--- src/rtl/xillybus_mem_8_if.sv ---
// Signal bundle between the Xillybus core and the mem_8 responder (seekable read/write stream pair).
// The master modport is the core side; the slave modport is the user-side responder.
interface xillybus_mem_8_if #(
  parameter int ADDR_W = 5,
  parameter int DATA_W = 8
);
  logic [ADDR_W-1:0] user_mem_8_addr;
  logic              user_mem_8_addr_update;
  logic              user_r_mem_8_open;
  logic              user_r_mem_8_rden;
  logic [DATA_W-1:0] user_r_mem_8_data;
  logic              user_r_mem_8_empty;
  logic              user_r_mem_8_eof;
  logic              user_w_mem_8_open;
  logic              user_w_mem_8_wren;
  logic [DATA_W-1:0] user_w_mem_8_data;
  logic              user_w_mem_8_full;

  modport master (
    output user_mem_8_addr, user_mem_8_addr_update,
    output user_r_mem_8_open, user_r_mem_8_rden,
    input  user_r_mem_8_data, user_r_mem_8_empty, user_r_mem_8_eof,
    output user_w_mem_8_open, user_w_mem_8_wren, user_w_mem_8_data,
    input  user_w_mem_8_full
  );

  modport slave (
    input  user_mem_8_addr, user_mem_8_addr_update,
    input  user_r_mem_8_open, user_r_mem_8_rden,
    output user_r_mem_8_data, user_r_mem_8_empty, user_r_mem_8_eof,
    input  user_w_mem_8_open, user_w_mem_8_wren, user_w_mem_8_data,
    output user_w_mem_8_full
  );
endinterface

--- src/rtl/xillybus_mem_8_responder.sv ---
// DEPTH x DATA_W register file behind the Xillybus mem_8 seekable stream pair, with an app read port.
// Optional XILLY_MEM8_EOF_AT_END_EN: reading the last entry raises empty/eof instead of wrapping.
module xillybus_mem_8_responder #(
  parameter int ADDR_W = 5,
  parameter int DATA_W = 8
) (
  input  logic                bus_clk,
  input  logic                bus_rst,
  xillybus_mem_8_if.slave     core,
  input  logic [ADDR_W-1:0]   app_rd_addr,
  output logic [DATA_W-1:0]   app_rd_data,
  output logic [15:0]         wr_count
);

  localparam int DEPTH = 2 ** ADDR_W;
  localparam logic [ADDR_W-1:0] LAST_ADDR = {ADDR_W{1'b1}};

`ifdef XILLY_MEM8_EOF_AT_END_EN
  typedef enum logic [1:0] {S_IDLE, S_ACTIVE, S_AT_END} state_t;
`else
  typedef enum logic {S_IDLE, S_ACTIVE} state_t;
`endif

  state_t            state_q, state_d;
  logic              open_prev_q, open_prev_d;
  logic [ADDR_W-1:0] rd_ptr_q, rd_ptr_d;
  logic [ADDR_W-1:0] wr_ptr_q, wr_ptr_d;
  logic [DATA_W-1:0] r_data_q, r_data_d;
  logic [DATA_W-1:0] app_rd_data_q, app_rd_data_d;
  logic [15:0]       wr_count_q, wr_count_d;
  logic [DATA_W-1:0] mem_q [DEPTH];

  logic rd_fire;
  logic open_rise;
  logic end_hit;
  logic unused_w_open;

  // The write side has no notion of open/close; writes are taken regardless.
  assign unused_w_open = core.user_w_mem_8_open;

  always_comb begin
    state_d       = state_q;
    open_prev_d   = core.user_r_mem_8_open;
    rd_ptr_d      = rd_ptr_q;
    wr_ptr_d      = wr_ptr_q;
    r_data_d      = r_data_q;
    wr_count_d    = wr_count_q;
    app_rd_data_d = mem_q[app_rd_addr];
    rd_fire       = core.user_r_mem_8_rden;
    open_rise     = core.user_r_mem_8_open && !open_prev_q;
    end_hit       = 1'b0;

`ifdef XILLY_MEM8_EOF_AT_END_EN
    rd_fire = core.user_r_mem_8_rden && (state_q != S_AT_END);
    case (state_q)
      S_IDLE:   if (open_rise) state_d = S_ACTIVE;
      S_ACTIVE: begin
        if (!core.user_r_mem_8_open) begin
          state_d = S_IDLE;
        end else if (rd_fire && (rd_ptr_q == LAST_ADDR) && !core.user_mem_8_addr_update) begin
          state_d = S_AT_END;
          end_hit = 1'b1;
        end
      end
      S_AT_END: begin
        if (!core.user_r_mem_8_open)           state_d = S_IDLE;
        else if (core.user_mem_8_addr_update)  state_d = S_ACTIVE;
      end
      default:  state_d = S_IDLE;
    endcase
`else
    case (state_q)
      S_IDLE:   if (open_rise) state_d = S_ACTIVE;
      S_ACTIVE: if (!core.user_r_mem_8_open) state_d = S_IDLE;
      default:  state_d = S_IDLE;
    endcase
`endif

    // Reads sample the pre-update pointer; the update then wins over the increment.
    if (rd_fire) r_data_d = mem_q[rd_ptr_q];
    if (core.user_mem_8_addr_update) rd_ptr_d = core.user_mem_8_addr;
    else if (rd_fire && !end_hit)    rd_ptr_d = rd_ptr_q + 1'b1;

    if (core.user_mem_8_addr_update)  wr_ptr_d = core.user_mem_8_addr;
    else if (core.user_w_mem_8_wren)  wr_ptr_d = wr_ptr_q + 1'b1;

    if (core.user_w_mem_8_wren && (wr_count_q != 16'hFFFF)) wr_count_d = wr_count_q + 16'd1;
  end

  always_ff @(posedge bus_clk or posedge bus_rst) begin
    if (bus_rst) begin
      state_q       <= S_IDLE;
      open_prev_q   <= 1'b0;
      rd_ptr_q      <= '0;
      wr_ptr_q      <= '0;
      r_data_q      <= '0;
      app_rd_data_q <= '0;
      wr_count_q    <= '0;
    end else begin
      state_q       <= state_d;
      open_prev_q   <= open_prev_d;
      rd_ptr_q      <= rd_ptr_d;
      wr_ptr_q      <= wr_ptr_d;
      r_data_q      <= r_data_d;
      app_rd_data_q <= app_rd_data_d;
      wr_count_q    <= wr_count_d;
    end
  end

  // Storage is deliberately left out of reset; readers above see the pre-write contents.
  always_ff @(posedge bus_clk) begin
    if (core.user_w_mem_8_wren) mem_q[wr_ptr_q] <= core.user_w_mem_8_data;
  end

  assign core.user_r_mem_8_data = r_data_q;
  assign core.user_w_mem_8_full = 1'b0;
`ifdef XILLY_MEM8_EOF_AT_END_EN
  assign core.user_r_mem_8_empty = (state_q == S_AT_END);
  assign core.user_r_mem_8_eof   = (state_q == S_AT_END);
`else
  assign core.user_r_mem_8_empty = 1'b0;
  assign core.user_r_mem_8_eof   = 1'b0;
`endif
  assign app_rd_data = app_rd_data_q;
  assign wr_count    = wr_count_q;

endmodule
--- src/flat_wrapper.sv ---
// flat-port wrapper written by rule: the top's interface ports become plain ports
module xillybus_mem_8_responder_flat 
#(
  parameter int ADDR_W = 5,
  parameter int DATA_W = 8
)
  (bus_clk, bus_rst, app_rd_addr, app_rd_data, wr_count, core_user_mem_8_addr, core_user_mem_8_addr_update, core_user_r_mem_8_open, core_user_r_mem_8_rden, core_user_r_mem_8_data, core_user_r_mem_8_empty, core_user_r_mem_8_eof, core_user_w_mem_8_open, core_user_w_mem_8_wren, core_user_w_mem_8_data, core_user_w_mem_8_full);
  xillybus_mem_8_if #(.ADDR_W(ADDR_W), .DATA_W(DATA_W)) core_i ();
  input  logic bus_clk;
  input  logic bus_rst;
  input  logic [ADDR_W-1:0] app_rd_addr;
  output logic [DATA_W-1:0] app_rd_data;
  output logic [15:0] wr_count;
  input wire logic [$bits(core_i.user_mem_8_addr)-1:0] core_user_mem_8_addr;
  input wire logic [$bits(core_i.user_mem_8_addr_update)-1:0] core_user_mem_8_addr_update;
  input wire logic [$bits(core_i.user_r_mem_8_open)-1:0] core_user_r_mem_8_open;
  input wire logic [$bits(core_i.user_r_mem_8_rden)-1:0] core_user_r_mem_8_rden;
  output wire logic [$bits(core_i.user_r_mem_8_data)-1:0] core_user_r_mem_8_data;
  output wire logic [$bits(core_i.user_r_mem_8_empty)-1:0] core_user_r_mem_8_empty;
  output wire logic [$bits(core_i.user_r_mem_8_eof)-1:0] core_user_r_mem_8_eof;
  input wire logic [$bits(core_i.user_w_mem_8_open)-1:0] core_user_w_mem_8_open;
  input wire logic [$bits(core_i.user_w_mem_8_wren)-1:0] core_user_w_mem_8_wren;
  input wire logic [$bits(core_i.user_w_mem_8_data)-1:0] core_user_w_mem_8_data;
  output wire logic [$bits(core_i.user_w_mem_8_full)-1:0] core_user_w_mem_8_full;
  assign core_i.user_mem_8_addr = core_user_mem_8_addr;
  assign core_i.user_mem_8_addr_update = core_user_mem_8_addr_update;
  assign core_i.user_r_mem_8_open = core_user_r_mem_8_open;
  assign core_i.user_r_mem_8_rden = core_user_r_mem_8_rden;
  assign core_user_r_mem_8_data = core_i.user_r_mem_8_data;
  assign core_user_r_mem_8_empty = core_i.user_r_mem_8_empty;
  assign core_user_r_mem_8_eof = core_i.user_r_mem_8_eof;
  assign core_i.user_w_mem_8_open = core_user_w_mem_8_open;
  assign core_i.user_w_mem_8_wren = core_user_w_mem_8_wren;
  assign core_i.user_w_mem_8_data = core_user_w_mem_8_data;
  assign core_user_w_mem_8_full = core_i.user_w_mem_8_full;
  xillybus_mem_8_responder #(.ADDR_W(ADDR_W), .DATA_W(DATA_W)) u_core (.bus_clk(bus_clk), .bus_rst(bus_rst), .core(core_i), .app_rd_addr(app_rd_addr), .app_rd_data(app_rd_data), .wr_count(wr_count));
endmodule
--- config.mk ---
export PLATFORM = sky130hd
export DESIGN_NAME = xillybus_mem_8_responder_flat
export DESIGN_NICKNAME = d
export VERILOG_FILES = /design/src/rtl/xillybus_mem_8_if.sv /design/src/rtl/xillybus_mem_8_responder.sv /design/src/flat_wrapper.sv
export SDC_FILE = /design/constraint.sdc
export NUM_CORES = 1
export LEC_CHECK = 0
export CORE_ASPECT_RATIO = 0.5
export CORE_UTILIZATION = 60
export DETAILED_ROUTE_END_ITERATION = 8
export HOLD_SLACK_MARGIN = 0.15
export PLACE_DENSITY = 0.83
export SLEW_MARGIN = 0
export SYNTH_ARGS = -nofsm -noshare
export SYNTH_HDL_FRONTEND = slang
export SYNTH_SLANG_ARGS = --single-unit
--- constraint.sdc ---
create_clock -name bus_clk -period 5.2 [get_ports bus_clk]
set_input_delay 1.56 -clock bus_clk [delete_from_list [all_inputs] [get_ports bus_clk]]
set_output_delay 1.56 -clock bus_clk [all_outputs]
set_load 0.05 [all_outputs]
Word level (Yosys, flattened, before mapping)
Memories as Yosys holds them, arrays and structs flattened. A register that Yosys moved wholly into a read port is not among the register bits.
Index checks and enable logic that the tools add are counted.

word-level totals
  register bits after elaboration = 26
  memory bits (writable) = 256
  bits of input ports = 25
  output and inout bits = 35
  word-level logic and storage cells = 17
  memories = 1

operators by class
  $add $sub $neg = 3
  equality and inequality tests = 1
  muxes and demuxes = 6
  reduce and logical (&&, ||, !) cells = 3

memory list
  memory        depth  width  read ports  clocked after Yosys merged registers in  write ports  RTL line                        RTL
  u_core.mem_q  32     8      2           2                                        1            xillybus_mem_8_responder.sv:31  logic [DATA_W-1:0] mem_q [DEPTH];

operators with widths
  operator                                        number
  two-way mux 5 bit                               4
  adder 16 x 1 -> 16 bit (second input constant)  1
  != test 16 bit (second input constant)          1
  adder 5 x 1 -> 5 bit (second input constant)    2
  nonzero test 2 bit                              2
  two-way mux 1 bit                               2
  logical AND 1 bit                               1

Longest topological paths before layout
Gate-level depths: netlist of the first run.

  depth after elaboration = 3
  gate-level depth with buffers = 8
  mapped depth without buffers = 5

Worst setup path before layout of the first run
Ideal clock, no wire load.

  path type = in2reg
  start point = in app_rd_addr[1]
  end point = reg u_core.app_rd_data_q[0], in the netlist u_core.app_rd_data[0] (read register of u_core.mem_q)
  library setup time = 0.125 ns
  arrival = 3.243 ns
  slack = 1.832 ns
  cell stages on the path = 5
  buffers on the path = 2
  path through = clkbuf_1 > clkbuf_1 > mux4_2 > mux4_2 > mux2_2

RTL lines
  item         RTL line                        RTL
  from (decl)  flat_wrapper.sv:11              input logic [ADDR_W-1:0] app_rd_addr;
  to (decl)    xillybus_mem_8_responder.sv:29  logic [DATA_W-1:0] app_rd_data_q, app_rd_data_d;

Worst setup path in the final report of the first run
  start point = in core_user_w_mem_8_wren
  end point = mem u_core.mem_q[0][4], enable pin

on the way
  cells in the longest elaborated chain, start to end = 2

ends and longest elaborated chain
  item                                     RTL line                         RTL
  from (decl)                              flat_wrapper.sv:22               input wire logic [$bits(core_i.user_w_mem_8_wren)-1:0] core_user_w_mem_8_wren;
  two-way mux 1 bit                        xillybus_mem_8_responder.sv:112  if (core.user_w_mem_8_wren) mem_q[wr_ptr_q] <= core.user_w_mem_8_data;
  two-way mux 1 bit (not written as such)  xillybus_mem_8_responder.sv:112
  to (decl)                                xillybus_mem_8_responder.sv:31

No other way between the ends.

==> results.toml, run 1 <==
[worst_setup_path]
crit_arrival_ps = 3660
rr_worst_depth = 4
r2r_slack_ps = 2150
critPathMaxFanout = 13
critical_path.startpoint = "core_user_w_mem_8_wren"
cp.required_ps = 5370
critPathKind = "input port to flip-flop"
worstSetupEndpoint = "u_core.mem_q[0][4]"
start_kind = "input port"
r2r-end = "u_core.core.user_r_mem_8_data[6]"
r2r_start = "u_core.rd_ptr_q[1]"
end_kind = "flip-flop"

[detailed_routing]
num_vias = 7819
avgRoutedWirePerCell_um = 29.6
post-route-drc-count = 0
first_pass_iters = 5
met2_length_mm = 15.7
dr_wl_met3_mm = 4.46
drt_wl_total_mm = 33.1
initialDrtViolationCount = 982
vias_per_cell = 7.00
top_layer_used = "met5"
ant_nets = 0
wl_met1_mm = 12.2

[cts]
cts_hold_buf = 0
clk_latency_ps = 550
cts_buffers = 26
post_cts_buffers = 0
htreeDepth = 1
cts_sinks = 298
root_buffer = "clkbuf_16"
cts_tree = "built"
cts_resized = 0
clock_path_buffers = 3
path_clk_slew_ps = 60

[sta]
setup-tns-final_ps = 0
fin_skew_ps = 12.8
drv_slew = 0
setup_viol = 0
fin_crit_sh_pct = 67.2
tightest_slew_ps = 1280
slew_headroom_pct = 14.2
clock.fmax_ghz = 0.286
fin_crit_ps = 3490
grt_setup_unrepaired = "no"
hold_violations = 0

[synthesis]
synth.top_cell.area_share_pct = 55.9
yosysTopAreaCell = "edfxtp_1"
netlist_area_sq_um = 13800
synthTopCellsByArea = "edfxtp_1 56%, mux4_2 20%, dfrtp_1 7.6%"
synth_cells = 751
yosysWarnings = 0
ys_types = 34
synth.ff_latch_count = 298
syn_avg_cell_area_sq_um = 18.3
seq_area_frac_synth_pct = 63.5

[grt]
grt.total_usage_pct = 29.1
grt_pass1_vias = 7820
grt.overflow.total = 0
grt_pass1_wl_mm = 48.7
antenna_found_initial = 3
grt_max_degree = 46

[power]
p_total_w = 0.00574
p_leak_nw = 5.13
p_per_area_nw_per_um2 = 374
vdd_drop_max_mv = 0.268

[place]
dp.final_hpwl_mm = 21.2
place_area_sq_um = 14500
port_buffers = 54
gp_congestion = 0.832

[job]
maxCapViolCount = 0

[die]
core_sq_um = 22100
fp.dieArea_sq_um = 23600
initial_core_util_pct = 62.3
die_w_um = 216
std_cell_rows = 38
die_y_um = 109
io_pins = 60

[finish]
nFillCells = 1340
post-route-cell-area_sq_um = 15300
drive_gt1_share_pct = 25.0
final_cell_mix = "256 x edfxtp_1, 120 x mux4_2, 55 x nor2_1"
area_growth_pct = 11.6
final_common_cell = "edfxtp_1"
fin_nets = 827

[min_path]
min_path_type = "flip-flop to flip-flop"

[run_status]
status = "completed"
-- worst max-delay path: stages --
cell,delay [ps]
clkdlybuf4s50_1,790
nand2_1,410
nor2_1,890
-- where the power goes --
group          internal (W)  switching [W]  leakage [nW]
sequential          0.00270       0.000140          2.81
combinational      0.000397       0.000582          1.92
clock               0.00107       0.000853         0.397
total               0.00417        0.00157          5.13
-- worst min path at each step --
stage | endpoint | startpoint | depth (start not counted) | slack (ps)
2_1_floorplan | u_core.rd_ptr_q[4] | u_core.rd_ptr_q[4] | 2 | 610
3_3_place_gp | u_core.wr_count[14] | u_core.wr_count[14] | 1 | 490
3_5_place_dp | u_core.wr_count[10] | u_core.wr_count[10] | 1 | 500
4_1_cts | u_core.wr_count[10] | u_core.wr_count[10] | 1 | 510
5_1_grt | u_core.wr_count[14] | u_core.wr_count[14] | 1 | 530
6_report | u_core.wr_count[10] | u_core.wr_count[10] | 1 | 510
-- Yosys cell counts (all sizes together) --
library cell	number
edfxtp	256
mux4	120
nor2	55
mux2i	48
dfrtp	42
buf	36
mux2	29
o22ai	24
nand2	20
a211oi	18
clkbuf	15
xor2	15
a2111oi	8
nand3	8
nor3	7
xnor2	7
ha	6
nand3b	6
nand4	6
inv	4
nor2b	4
nor4	3
or3b	3
and3	2
nand2b	2
nor3b	2
a41oi	1
and4	1
conb	1
nor4b	1
or3	1
-- layout make-up --
class | instances | area [sq um] | area share, %
Sequential cell | 298 | 8740 | 57.0
Multi-Input combinational cell | 400 | 4730 | 30.8
Clock buffer | 36 | 719 | 4.69
Timing Repair Buffer | 66 | 648 | 4.22
Tap cell | 300 | 375 | 2.45
Clock inverter | 12 | 109 | 0.709
Inverter | 4 | 15.0 | 0.0979
Antenna cell | 1 | 2.50 | 0.0163
-- registers in the layout (all words and copies together), names as in the netlist --
signal,cells
u_core.rd_ptr_q,5
u_core.wr_count,16
u_core.mem_q,256
u_core.wr_ptr_q,5
u_core.app_rd_data,8
u_core.core.user_r_mem_8_data,8
-- per-layer routing --
layer  up-vias  GRT usage, %
met3        59          9.09
met4         4          6.69
met5         -             0
met2       541          46.2
li1       3193             -
met1      4022          40.0
-- logic make-up after synthesis --
family	after synthesis	share of synthesized area, %
AO/OA/AOI/OAI	51	2.65
multiplexers	197	25.5
flip-flops	298	63.5
adder cells (fa/ha/maj)	6	0.546
XOR/XNOR	22	1.40
AND/OR/NAND/NOR	121	4.17
other	1	0.0273
buffers and inverters	55	2.16
-- per-stage QoR --
stage,std cells,util [%],setup WS (ps),hold WS (ps)
after floorplan,753,-,1830,614
after global placement,1068,65.8,1270,490
after detailed placement,1068,65.8,1220,501
after CTS,1116,69.5,1790,510
after global routing,1116,69.5,1650,530
final,1117,69.5,1710,506
Power figures use the tool's default switching activity.
==> run 2, diff against run 1 <==
==> constraint.sdc (replaced) <==
create_clock -name bus_clk -period 3.55 [get_ports bus_clk]
set_input_delay 1.065 -clock bus_clk [delete_from_list [all_inputs] [get_ports bus_clk]]
set_output_delay 1.065 -clock bus_clk [all_outputs]
set_load 0.05 [all_outputs]
==> results.toml, run 2 (synthesized netlist as in run 1, its figures left out) <==
[run_status]
status = "completed"

[cts]
htreeDepth = 1
post_cts_buffers = 0
cts_resized = 0
cts_hold_buf = 0
path_clk_slew_ps = 70
cts_sinks = 298
cts_buffers = 26
clock_path_buffers = 3
clk_latency_ps = 540
root_buffer = "clkbuf_16"
cts_tree = "built"

[sta]
setup_viol = 0
hold_ws_ps = 510
fin_skew_ps = 16.8
grt_setup_unrepaired = "no"
fin_crit_ps = 2890
fin_crit_sh_pct = 81.3
clock.fmax_ghz = 0.346
tightest_slew_ps = 1220
drv_slew = 0
hold_violations = 0
slew_headroom_pct = 18.5
setup-tns-final_ps = 0

[finish]
final_common_cell = "edfxtp_1"
finalNonFillerCells = 1164
antennaDiodeCount = 0
area_growth_pct = 14.7
largest-register = "u_core.mem_q"
final_util_pct = 71.5
nFillCells = 1281
seqCellArea_sq_um = 8740
fin_nets = 875
largest_reg_flops = 256
multi_input_area_sq_um = 4730
drive_gt1_share_pct = 29.9
final_cell_mix = "256 x edfxtp_1, 120 x mux4_2, 55 x nor2_1, 55 x buf_4, 52 x clkdlybuf4s50_1"

[place]
dp.final_hpwl_mm = 21.7
port_buffers = 54
gp_congestion = 0.850
place_inst = 1116

[job]
maxCapViolCount = 0

[worst_setup_path]
end_kind = "output port"
crit_path_max_incr_delay_ps = 840
cp.required_ps = 2480
cp_top_family = "buffers and inverters"
path_cells = "clkdlybuf4s50_1"
crit_arrival_ps = 1820
critPathKind = "flip-flop to output port"
critPathMaxFanout = 5
slowest_stage = "clkdlybuf4s50_1"
crit_buf_inv = 1
start_kind = "flip-flop"

[power]
p_total_w = 0.00847
vdd_drop_max_mv = 0.366
p_leak_nw = 5.41
p_per_area_nw_per_um2 = 537

[detailed_routing]
post-route-drc-count = 0
avgRoutedWirePerCell_um = 28.5
initialDrtViolationCount = 1117
vias_per_cell = 6.88
num_vias = 8008
ant_nets = 0
first_pass_iters = 5
drt_wl_total_mm = 33.1

[min_path]
min_path_type = "flip-flop to flip-flop"

[die]
die_w_um = 216
std_cell_rows = 38
initial_core_util_pct = 62.3
die_y_um = 109
io_pins = 60
fp.dieArea_sq_um = 23600
core_sq_um = 22100

[grt]
antenna_found_initial = 1
grt.total_usage_pct = 29.3
grt_pass1_vias = 7949
grt_max_degree = 37
grt.overflow.total = 0
grt_pass1_wl_mm = 49.8
-- run 2: worst paths after layout --
path                                          start                          endpoint  slack (ps)  depth (start not counted)
worst min register to register  u_core.wr_count[10]               u_core.wr_count[10]         510                          1
max in group asynchronous                   bus_rst             u_core.app_rd_data[7]        2050                          3
worst min-delay path            u_core.wr_count[10]               u_core.wr_count[10]         510                          1
worst max register to register   u_core.rd_ptr_q[0]  u_core.core.user_r_mem_8_data[6]         900                          6
min in group asynchronous                   bus_rst                u_core.wr_ptr_q[2]         890                          2
worst max-delay path             u_core.wr_count[0]                       wr_count[0]         660                          1
-- run 2: per-stage QoR --
stage               instance area, sq um  worst slack (ps)
finish                             15800               662
global route                       15800               592
CTS                                15800               654
detailed placement                 14900               396
global placement                   14900               449
floorplan                          13800               677
-- run 2: layout make-up --
cell class                 count  share of cell area (%)
clock inverter                13                   0.793
clock buffer                  35                    4.60
sequential                   298                    55.4
multi-input combinational    400                    30.0
inverter                       4                  0.0952
timing repair buffer         114                    6.71
tap                          300                    2.38
-- run 2: power breakdown --
part / internal (W) / switching [W] / total (W)
combinational: 0.000613 / 0.000876 / 0.00149
sequential: 0.00395 / 0.000177 / 0.00413
clock: 0.00159 / 0.00126 / 0.00285
-- run 2: per-layer routing --
layer	GRT usage, %	vias up	share of wire, %
li1	-	3289	-
met1	41.2	4171	39
met2	46.1	480	47
met3	7.22	68	12
met4	8.70	0	2.5
met5	0	-	0
